===== config.mk =====
export PLATFORM = sky130hd
export DESIGN_NAME = store_write_buffer
export DESIGN_NICKNAME = d
export VERILOG_FILES = /design/src/rtl/store_write_buffer.sv
export SDC_FILE = /design/constraint.sdc
export NUM_CORES = 1
export LEC_CHECK = 0
export CAP_MARGIN = 20
export CORE_MARGIN = 4
export CORE_UTILIZATION = 50
export DETAILED_ROUTE_END_ITERATION = 10
export PLACE_DENSITY_LB_ADDON = 0.2
export SETUP_SLACK_MARGIN = 0.05
export SYNTH_ARGS = -nofsm -noshare
export SYNTH_HDL_FRONTEND = slang
export SYNTH_SLANG_ARGS = --single-unit

===== constraint.sdc =====
create_clock -name clk -period 7.1 [get_ports clk]
set_input_delay 1.42 -clock clk [delete_from_list [all_inputs] [get_ports clk]]
set_output_delay 1.42 -clock clk [all_outputs]
set_load 0.01 [all_outputs]

===== src/rtl/store_write_buffer.sv =====
// Posted-write buffer between the CPU data-memory port and a slower memory bus.
// CPU stores are captured in one cycle into a DEPTH-entry FIFO and drained over
// a valid/ready handshake, so the CPU never stalls. Loads read mem_rdata.
// Optional store-to-load forwarding is enabled by defining WB_FWD_EN.
module store_write_buffer #(
    parameter int DEPTH = 4,
    parameter int AW    = 32,
    parameter int DW    = 32
) (
    input  logic                     clk,
    input  logic                     reset,
    input  logic                     cpu_we,
    input  logic [AW-1:0]            cpu_addr,
    input  logic [DW-1:0]            cpu_wdata,
    output logic [DW-1:0]            cpu_rdata,
    input  logic [DW-1:0]            mem_rdata,
    output logic                     bus_valid,
    output logic [AW-1:0]            bus_addr,
    output logic [DW-1:0]            bus_wdata,
    input  logic                     bus_ready,
    output logic                     full,
    output logic                     empty,
    output logic [$clog2(DEPTH):0]   count,
    output logic                     overflow,
    output logic                     fwd_hit
);

    localparam int PW = $clog2(DEPTH);
    localparam int CW = PW + 1;

    logic [AW-1:0] addr_q [DEPTH];
    logic [DW-1:0] data_q [DEPTH];

    logic [PW-1:0] rd_ptr_q, rd_ptr_d;
    logic [PW-1:0] wr_ptr_q, wr_ptr_d;
    logic [CW-1:0] count_q, count_d;
    logic          overflow_q, overflow_d;

    logic          push;
    logic          pop;

    // Status flags and head-of-queue presentation come straight from registers.
    always_comb begin
        empty     = (count_q == '0);
        full      = (count_q == CW'(DEPTH));
        count     = count_q;
        overflow  = overflow_q;
        bus_valid = !empty;
        bus_addr  = addr_q[rd_ptr_q];
        bus_wdata = data_q[rd_ptr_q];
    end

    // Handshake decode: a pop frees a slot, so a store at full is accepted alongside it.
    always_comb begin
        pop  = bus_valid & bus_ready;
        push = cpu_we & (!full | pop);
    end

    // Next-state for pointers, occupancy and the sticky drop flag.
    always_comb begin
        rd_ptr_d   = rd_ptr_q;
        wr_ptr_d   = wr_ptr_q;
        overflow_d = overflow_q;
        count_d    = count_q + CW'(push) - CW'(pop);
        if (pop) begin
            rd_ptr_d = rd_ptr_q + 1'b1;
        end
        if (push) begin
            wr_ptr_d = wr_ptr_q + 1'b1;
        end
        if (cpu_we && full && !pop) begin
            overflow_d = 1'b1;
        end
    end

    // Control state register with synchronous active-low reset.
    always_ff @(posedge clk) begin
        if (!reset) begin
            rd_ptr_q   <= '0;
            wr_ptr_q   <= '0;
            count_q    <= '0;
            overflow_q <= 1'b0;
        end else begin
            rd_ptr_q   <= rd_ptr_d;
            wr_ptr_q   <= wr_ptr_d;
            count_q    <= count_d;
            overflow_q <= overflow_d;
        end
    end

    // Entry storage; not cleared by reset since pointers define validity.
    always_ff @(posedge clk) begin
        if (reset && push) begin
            addr_q[wr_ptr_q] <= cpu_addr;
            data_q[wr_ptr_q] <= cpu_wdata;
        end
    end

`ifdef WB_FWD_EN
    // Forwarding: scan occupied entries oldest to youngest so the youngest match wins.
    always_comb begin
        logic [PW-1:0] idx;
        idx       = '0;
        cpu_rdata = mem_rdata;
        fwd_hit   = 1'b0;
        for (int unsigned i = 0; i < DEPTH; i++) begin
            idx = rd_ptr_q + PW'(i);
            if ((CW'(i) < count_q) && (addr_q[idx][AW-1:2] == cpu_addr[AW-1:2])) begin
                cpu_rdata = data_q[idx];
                fwd_hit   = 1'b1;
            end
        end
    end
`else
    // No forwarding: loads always come from memory.
    always_comb begin
        cpu_rdata = mem_rdata;
        fwd_hit   = 1'b0;
    end
`endif

endmodule


## Word level (Yosys, flattened, before mapping)

Memories as Yosys holds them, arrays and structs flattened. A register that Yosys moved wholly into a read port is not among the register bits.
Cells that the tools add are included.

| storage, ports and cells | value |
|---|---|
| bits in registers | 8 |
| memories kept | 2 |
| memory bits (writable) | 256 |

| cells by class | value |
|---|---|
| $add $sub $neg | 4 |
| bitwise logic cells | 3 |
| reduce and logical (&&, ||, !) cells | 7 |
| muxes and demuxes | 6 |
| equal/unequal tests | 1 |

Memories:

| name | depth | bits a word | rd ports | clocked after Yosys merged registers in | wr ports | line | text |
|---|---|---|---|---|---|---|---|
| addr_q | 4 | 32 | 1 | 1 | 1 | 31 | `logic [AW-1:0] addr_q [DEPTH];` |
| data_q | 4 | 32 | 1 | 1 | 1 | 32 | `logic [DW-1:0] data_q [DEPTH];` |

Operators with widths:

| operator | count |
|---|---|
| 2-bit two-way mux | 4 |
| 2-bit by 1-bit adder with 2-bit output (second input constant) | 2 |
| 3-bit by 1-bit adder with 3-bit output | 1 |
| 3-bit equality test (second input constant) | 1 |
| 1-bit logical AND | 3 |
| 1-bit logical NOT | 3 |
| 3-bit logical NOT | 1 |
| 3-bit by 1-bit subtractor with 3-bit output | 1 |
| 1-bit AND | 2 |
| 1-bit two-way mux | 2 |
| 1-bit OR | 1 |

## Depth between registers and ports, before layout

Gate-level depths: netlist (run 1).

| logic depth | value |
|---|---|
| depth in word-level cells | 8 |
| gate-level depth with buffers | 9 |

## Worst setup path before layout (run 1)

OpenSTA, ideal clock, no wires.

| timing path | value |
|---|---|
| kind | input -> register |
| from | input port bus_ready |
| to | memory addr_q[0][0] (enable) |
| slack | 3.382 ns |
| arrival time | 3.289 ns |
| cell stages on the path | 4 |
| cells stage by stage | nor4b_2 nor2b_1 buf_6 and3_1 |

| on the way | value |
|---|---|
| longest elaborated chain between the ends | 6 |

Ends and longest elaborated chain:

| item | line | text |
|---|---|---|
| start, declared | 20 | `input logic bus_ready,` |
| 1-bit AND | 55 | `pop = bus_valid & bus_ready;` |
| 1-bit OR | 56 | `push = cpu_we & (!full \| pop);` |
| 1-bit AND | 56 |  |
| 1-bit logical AND | 93 | `if (reset && push) begin` |
| 1-bit two-way mux | 93 |  |
| 1-bit two-way mux (implied by the code) | 94 | `addr_q[wr_ptr_q] <= cpu_addr;` |
| end, declared | 31 |  |

Every way passes these cells.

==> results of run 1 <==
==> tightest hold or removal path: cells and delay by family, from the launching register on <==
family           cells  cell delay [ns]
muxes                1             0.05
DFF                  1             0.34
and+or+nand+nor      1             0.07
==> synthesized netlist by cell type (all sizes together) <==
master	count
a21bo	1
a21oi	1
and2	6
and3	4
buf	47
clkbuf	2
conb	1
dfxtp	10
edfxtp	256
fa	1
ha	5
inv	4
mux2i	2
mux4	64
nand2	4
nor2b	2
nor3b	1
nor4b	1
o311ai	1
o31ai	1
or2	1
or3	1
xnor2	3
xor2	1
==> layer usage <==
| layer | vias up | wire, um |
|---|---|---|
| li1 | 1949 | - |
| met1 | 2317 | 7030 |
| met2 | 148 | 8710 |
| met3 | 56 | 1250 |
| met4 | 0 | 490 |
| met5 | - | 0 |
==> kinds of logic after synthesis <==
kind of cell / after synthesis / share of synthesized area
XOR/XNOR: 4 / 0.00350
other: 1 / 0.000374
multiplexers: 66 / 0.146
AND/OR/NAND/NOR: 20 / 0.0125
AO/OA/AOI/OAI: 4 / 0.00362
flip-flops: 266 / 0.787
buffers and inverters: 53 / 0.0391
adder cells (fa/ha/maj): 6 / 0.00824
==> sequential cells by signal, summed over array words and instances, names as in the netlist, named ones only <==
name and cells:
addr_q 128, data_q 128, count 3, rd_ptr_q 2, wr_ptr_q 2, overflow 1
==> area by class of cell <==
| cell class | instances | area, um2 | area share |
|---|---|---|---|
| timing repair buffer | 139 | 1390 | 0.113 |
| inverter | 4 | 15.0 | 0.00123 |
| tap | 265 | 332 | 0.0271 |
| clock buffer | 33 | 698 | 0.0570 |
| sequential | 266 | 7900 | 0.644 |
| clock inverter | 13 | 160 | 0.0131 |
| multi-input combinational | 101 | 1760 | 0.144 |
| antenna | 1 | 2.50 | 0.000204 |
==> report_power, final <==
part | internal [mW] | total, mW | leakage [nW] | switching (mW)
clock network | 0.836 | 1.36 | 0.422 | 0.526
registers | 1.82 | 1.93 | 2.41 | 0.112
logic | 0.586 | 0.937 | 1.03 | 0.351
==> through the flow <==
stage	worst slack, ns	std cells	utilization	cell area, um2	hold WS, ns
2_1_floorplan	3.38	420	-	10000	0.468
3_3_place_gp	2.99	775	0.582	11400	0.475
3_5_place_dp	2.98	775	0.582	11400	0.495
4_1_cts	2.44	821	0.625	12300	0.515
5_1_grt	2.31	821	0.625	12300	0.549
6_report	2.58	822	0.626	12300	0.509
==> final timing paths <==
path / from / endpoint / cells past startpoint
worst min register to register: wr_ptr_q[0] / wr_ptr_q[0] / 2
worst max-delay path: register / bus_wdata[24] / 3
worst min-delay path: wr_ptr_q[0] / wr_ptr_q[0] / 2
worst max register to register: count[1] / addr_q[1][7] / 3
==> layout by cell type (no fill, tap or decap), types with 2 or more instances in the layout <==
master,instances
dfxtp_1,8
and3_4,4
ha_1,5
clkinv_2,5
clkdlybuf4s50_1,138
clkbuf_16,27
xnor2_1,3
nand2_1,4
dfxtp_4,2
bufinv_16,4
mux4_2,64
mux2i_1,2
edfxtp_1,256
clkinv_1,4
and2_1,6
inv_1,4
clkbuf_1,6
nor2b_1,2
==> results.yml, run 1 <==
critical_path:
  crit_path_end_kind: "output port"
  required_ns: 5.68
  critical_path.startpoint_type: "register"
  path_buf_inv: 2
  rrSetupSlack_ns: 4.50
  path_class: "reg -> out"
  critPathTopFamily: "buffers and inverters"
  cp_cell_sequence: "buf_4, mux4_2, clkdlybuf4s50_1"
  path_max_fanout: 34
  slowest_stage: "dfxtp_4"
  cpPeakStageDelay_ns: 0.77
  cp.arrival_ns: 3.10
route:
  wire_per_inst_um: 21.3
  drt_wl_total_um: 17500
  drt_iter0_markers: 254
  dr_total_vias: 4470
  dr.pass1.iters: 4
  postRouteAntennaNets: 0
  drc: 0
  routed_via_density: 5.44
floorplanning:
  core-area_um2: 19600
  io_pins: 204
  initial_core_util: 0.512
  row_count: 51
  die_h_um: 150
  die_area_um2: 22400
  fp.dieW_um: 150
clock_network:
  cts.sinks: 266
  postCtsHoldBufs: 0
  cts.htree.levels: 1
  cts_buffers: 26
  cts.reportedPaths.clkPinSlew_ns: 0.06
  cts_tree: "done"
  clk_latency_ns: 0.52
  post_cts_buffers: 0
  cts_root_buf: "clkbuf_16"
  clockBufferDepth: 3
  cts_resized: 0
worst_hold_path:
  hp-class: "reg -> reg"
power_and_ir_drop:
  power.leakage_nw: 3.86
  power_mw: 4.23
  power_density_nw_per_um2: 345
  max-vdd-ir-drop_mv: 0.231
synth:
  synth_seq_cells: 266
  syn_area_um2: 10000
  yosys-top-cells-area: "edfxtp_1 (77%), mux4_2 (14%), buf_4 (2.5%)"
  syn-instance-count: 420
  synth-seq-area-share: 0.787
  synth_nets: 526
  netlist-cell-type-count: 27
  synth_top_area_share: 0.767
  ys_warn_count: 0
  syn_area_per_cell_um2: 23.9
  synth_area_leader_cell: "edfxtp_1"
global_route:
  grt_max_degree: 65
  met3_usage: 0.0369
  grt_overflow_total: 0
  busiest_layer: "met2"
  grt_pass1_wl_um: 27500
  grtUsageTotal: 0.160
  antenna_found_initial: 0
  met1_usage: 0.212
  grt_use_met2: 0.264
  grt_pass1_vias: 4921
placed_design:
  numPortBuffers: 138
  hpwl_um: 10000
  gp_congestion: 0.670
timing:
  post-route-min-period_ns: 4.52
  fin_crit_sh: 0.637
  tightest_slew_ns: 1.03
  setup_viol: 0
  hold_viol: 0
  maxSlewViolCount: 0
  fmax_mhz: 221
  skew_ns: 0.0211
  finalSetupTns_ns: 0
  rsz0062_at_grt: "false"
  slew-limit-headroom: 0.314
flow_run:
  drv_cap: 0
finish:
  layout-drive-gt1-share: 0.196
  fill_cells: 1370
  area_growth_pct: 22.3
  layout.nets: 644
outcome:
  status: "finished clean"
Power figures use the tool's default switching activity.
==> run 2, diff against run 1 <==
--- a/config.mk
+++ b/config.mk
@@ -7,7 +7,7 @@
 export LEC_CHECK = 0
 export CAP_MARGIN = 20
 export CORE_MARGIN = 4
-export CORE_UTILIZATION = 50
+export CORE_UTILIZATION = 46
 export DETAILED_ROUTE_END_ITERATION = 10
 export PLACE_DENSITY_LB_ADDON = 0.2
 export SETUP_SLACK_MARGIN = 0.05
==> constraint.sdc (replaced) <==
create_clock -name clk -period 3.8 [get_ports clk]
set_input_delay 0.76 -clock clk [delete_from_list [all_inputs] [get_ports clk]]
set_output_delay 0.76 -clock clk [all_outputs]
set_load 0.01 [all_outputs]
==> run 2 against run 1 <==
Via count rose by 1.1%. Critical path type unchanged. Final cell count rose by 2.6%. Sequential power rose by 81%. Die area rose by 8.2%. Combinational power rose by 110%. Critical path depth did not move. Sequential share of layout area fell by 1.2 points. Worst setup slack got worse by 2.0 ns. Non-clock buffer count rose by 10. Largest cell class unchanged. Register-to-register slack got worse by 3.0 ns. Clock-buffer cell count fell by 4.
==> results.yml, run 2 (synthesized netlist as in run 1, its figures left out) <==
timing:
  tightest_slew_ns: 0.610
  skew_ns: 0.0177
  fmax_mhz: 307
  fin_crit_sh: 0.857
  rsz0062_at_grt: "false"
  slew-limit-headroom: 0.592
  maxSlewViolCount: 0
  setup_viol: 0
  post-route-min-period_ns: 3.26
  finalSetupTns_ns: 0
  hold_viol: 0
  hold_slack_ns: 0.511
flow_run:
  drv_cap: 0
clock_network:
  cts.reportedPaths.clkPinSlew_ns: 0.06
  cts_root_buf: "clkbuf_16"
  cts.htree.levels: 1
  cts_buffers: 26
  cts_tree: "done"
  cts.sinks: 266
  clockBufferDepth: 3
  postCtsHoldBufs: 0
  cts_resized: 0
  post_cts_buffers: 0
  clk_latency_ns: 0.52
route:
  drt_iter0_markers: 341
  dr.pass1.iters: 4
  drc: 0
  postRouteAntennaNets: 0
  dr_total_vias: 4517
  routed_via_density: 5.36
  wire_per_inst_um: 21.6
  drt_wl_total_um: 18200
global_route:
  grtUsageTotal: 0.152
  grt_pass1_wl_um: 28400
  grt_max_degree: 40
  grt_overflow_total: 0
  grt_pass1_vias: 4932
  antenna_found_initial: 1
critical_path:
  path_class: "reg -> out"
  reg2reg_depth: 8
  critical_path.startpoint_type: "register"
  required_ns: 3.04
  cp.arrival_ns: 2.50
  path_max_fanout: 30
  crit_path_end_kind: "output port"
finish:
  layout.nets: 654
  fill_cells: 1518
  layout_common_cells: "edfxtp_1 (256), clkdlybuf4s50_1 (138), mux4_2 (64), clkbuf_16 (26), dfxtp_1 (8)"
  antennaDiodeCount: 0
  area_growth_pct: 24.6
  regArea_um2: 7900
  layout-drive-gt1-share: 0.218
  multiInputGateArea_um2: 1760
  fin_util: 0.588
  layout_commonest_cell: "edfxtp_1"
power_and_ir_drop:
  internal_power_mw: 6.19
  seq_power_share: 0.429
  swShare: 0.238
  clock_power_share: 0.333
  power_density_nw_per_um2: 651
  power.leakage_nw: 3.95
  combPwrFrac: 0.238
  p_sw_mw: 1.93
  max-vdd-ir-drop_mv: 0.439
floorplanning:
  die_h_um: 156
  io_pins: 204
  fp.dieW_um: 156
  initial_core_util: 0.472
  core-area_um2: 21200
  die_area_um2: 24200
  row_count: 53
placed_design:
  gp_congestion: 0.721
  numPortBuffers: 138
  hpwl_um: 11400
outcome:
  status: "finished clean"
worst_hold_path:
  holdPathStages: 2
  hp-class: "reg -> reg"
run 2: changes by cell type in the layout (fill, tap and decap cells not counted):
cell	change
buf_12	+6
buf_4	+4
clkbuf_1	-3
clkinvlp_4	+3
bufinv_16	+2
clkinv_2	-2
clkbuf_16	-1
clkinv_4	+1
clkinv_8	+1
diode_2	-1
inv_6	+1
run 2: worst max-delay path, stage by stage, from the launching register on:
cell             delay, ns
dfxtp_4               0.35
buf_4                 0.50
mux4_2                0.62
clkdlybuf4s50_1       0.50
run 2: worst paths after layout:
| kind | start | end | slack [ns] |
|---|---|---|---|
| worst max-delay path | register | bus_addr[9] | 0.54 |
| worst min-delay path | overflow | overflow | 0.51 |
| worst max register to register | count[2] | count[2] | 1.49 |
| worst min register to register | overflow | overflow | 0.51 |
run 2: cell type report:
| cell class | count | area share |
|---|---|---|
| clock buffer | 29 | 0.0530 |
| clock inverter | 19 | 0.0213 |
| inverter | 4 | 0.00120 |
| multi-input combinational | 101 | 0.141 |
| sequential | 266 | 0.632 |
| tap | 275 | 0.0276 |
| timing repair buffer | 149 | 0.123 |
run 2: metal layers:
metal  wire length, um  GRT usage  vias to the layer above
met5                13          0                        -
met1              7360      0.206                     2335
li1                  -          -                     1971
met4               336     0.0371                        2
met3              1570     0.0422                       38
met2              8920      0.248                      171
run 2: metrics by stage:
stage / power, mW / instances / worst slack [ns] / cell area (um2)
after global placement: 5.51 / 795 / 0.745 / 11600
after global routing: 8.51 / 843 / 0.377 / 12500
after floorplan: 4.66 / 420 / 0.742 / 10000
after CTS: 8.25 / 843 / 0.465 / 12500
final: 8.13 / 843 / 0.543 / 12500
after detailed placement: 5.52 / 795 / 0.687 / 11600
run 2: power by group through the flow:
| stage | clock (mW) | sequential [mW] | combinational (mW) |
|---|---|---|---|
| 2_1_floorplan | 0 | 3.51 | 1.15 |
| 3_3_place_gp | 0 | 3.54 | 1.97 |
| 3_5_place_dp | 0 | 3.55 | 1.97 |
| 4_1_cts | 2.77 | 3.49 | 1.99 |
| 5_1_grt | 2.91 | 3.51 | 2.09 |
| 6_report | 2.71 | 3.49 | 1.93 |
==> run 3, diff against run 2 <==
--- a/config.mk
+++ b/config.mk
@@ -6,9 +6,11 @@
 export NUM_CORES = 1
 export LEC_CHECK = 0
 export CAP_MARGIN = 20
-export CORE_MARGIN = 4
-export CORE_UTILIZATION = 46
+export CORE_ASPECT_RATIO = 0.7
+export CORE_MARGIN = 2
+export CORE_UTILIZATION = 50
 export DETAILED_ROUTE_END_ITERATION = 10
+export DONT_BUFFER_PORTS = 1
 export PLACE_DENSITY_LB_ADDON = 0.2
 export SETUP_SLACK_MARGIN = 0.05
 export SYNTH_ARGS = -nofsm -noshare
==> run 3 against run 2 <==
Final area shrank 12%. Sequential power grew 3%. Clock power shrank 10%. Clock skew shrank 0.0062 ns. Final cell count shrank 18%. Register-to-register slack lost 0.13 ns. Core utilization shrank 3.4 points. Worst setup slack gained 0.29 ns. Fmax grew 9.8%. Critical endpoint is now bus_addr[26].
==> results.yml, run 3 (synthesized netlist as in run 1, its figures left out) <==
outcome:
  status: "finished clean"
route:
  dr_total_vias: 3913
  wire_per_inst_um: 23.7
  dr.pass1.iters: 4
  postRouteAntennaNets: 0
  drt_iter0_markers: 262
  routed_via_density: 5.65
  drc: 0
  drt_wl_total_um: 16400
finish:
  layout.nets: 511
  instances_no_fill: 693
  layout_common_cells: "edfxtp_1 (256), mux4_2 (64), clkbuf_16 (27), dfxtp_1 (8), and2_1 (6)"
  area_growth_pct: 9.17
  layout-drive-gt1-share: 0.274
  layout_commonest_cell: "edfxtp_1"
  antennaDiodeCount: 0
power_and_ir_drop:
  power_mw: 7.16
  power_density_nw_per_um2: 654
  max-vdd-ir-drop_mv: 0.438
  power.leakage_nw: 3.33
critical_path:
  path_class: "reg -> out"
  slowest_stage: "dfxtp_4"
  required_ns: 3.04
  cpPeakStageDelay_ns: 0.72
  crit_path_end_kind: "output port"
  critical_path.startpoint_type: "register"
  cp_cell_sequence: "buf_12, mux4_2"
  cp.arrival_ns: 2.21
  rrSetupSlack_ns: 1.36
  path_max_fanout: 27
flow_run:
  drv_cap: 0
timing:
  maxSlewViolCount: 0
  fin_crit_sh: 0.781
  rsz0062_at_grt: "false"
  fmax_mhz: 337
  post-route-min-period_ns: 2.97
  hold_viol: 0
  skew_ns: 0.0115
  finalSetupTns_ns: 0
  setup_viol: 0
  slew-limit-headroom: 0.355
  tightest_slew_ns: 0.967
clock_network:
  clk_latency_ns: 0.52
  cts_buffers: 26
  post_cts_buffers: 0
  cts.reportedPaths.clkPinSlew_ns: 0.06
  cts_root_buf: "clkbuf_16"
  cts_tree: "done"
  cts_resized: 0
  postCtsHoldBufs: 0
  cts.htree.levels: 1
  clockBufferDepth: 3
  cts.sinks: 266
global_route:
  antenna_found_initial: 0
  grt_pass1_wl_um: 25000
  grtUsageTotal: 0.157
  grt_overflow_total: 0
  grt_max_degree: 65
  grt_pass1_vias: 4197
floorplanning:
  die_area_um2: 21200
  die_h_um: 122
  core-area_um2: 19700
  io_pins: 204
  initial_core_util: 0.508
  fp.dieW_um: 173
  row_count: 43
placed_design:
  gp_congestion: 0.686
  dp_cells: 647
  hpwl_um: 9660
  numPortBuffers: 0
worst_hold_path:
  hp-class: "in -> reg"
## run 3: changes by cell type in the layout (fill, tap and decap cells not counted), sizes merged
cell and change:
clkinvlp +2, clkdlybuf4s50 -138, inv -1, buf -5, clkbuf +2, bufinv -4, clkinv -1
## run 3: through the flow
stage	util	hold slack (ns)	worst slack, ns	cell area [um2]
floorplan	-	0.468	0.742	10000
global placement	0.513	0.484	1.24	10100
detailed placement	0.513	0.499	1.18	10100
CTS	0.554	0.308	0.751	10900
global route	0.554	0.302	0.656	10900
finish	0.554	0.336	0.834	10900
## run 3: worst paths after layout
path	startpoint	endpoint	depth (start not counted)
worst min register to register	wr_ptr_q[1]	wr_ptr_q[1]	2
worst max-delay path	register	bus_addr[26]	2
worst max register to register	count[1]	addr_q[2][28]	4
worst min-delay path	cpu_addr[16]	addr_q[0][16]	0
## run 3: layer usage
| metal | wire (um) | share of wire | GRT usage |
|---|---|---|---|
| met5 | 0 | 0 | 0 |
| met4 | 260 | 0.016 | 0.0350 |
| met3 | 1860 | 0.11 | 0.0815 |
| met2 | 7800 | 0.48 | 0.253 |
| met1 | 6490 | 0.40 | 0.192 |
## run 3: area by class of cell
cell class	instances	area, um2
multi-input combinational	101	1760
clock inverter	15	133
inverter	4	15.0
sequential	266	7900
tap	270	338
fill	1452	8800
timing repair buffer	6	108
clock buffer	31	691
## run 3: power by group
group	total [mW]	internal (mW)	switching [mW]	leakage (nW)
clock	2.43	1.43	1.00	0.388
combinational	1.13	0.581	0.554	0.533
sequential	3.59	3.39	0.204	2.41
total	7.16	5.40	1.76	3.33
## run 3: worst max-delay path: cells and delay by family, from the launching register on
kind	cells	cell delay [ns]
multiplexers	1	0.62
flip-flops	1	0.72
buffers and inverters	1	0.31
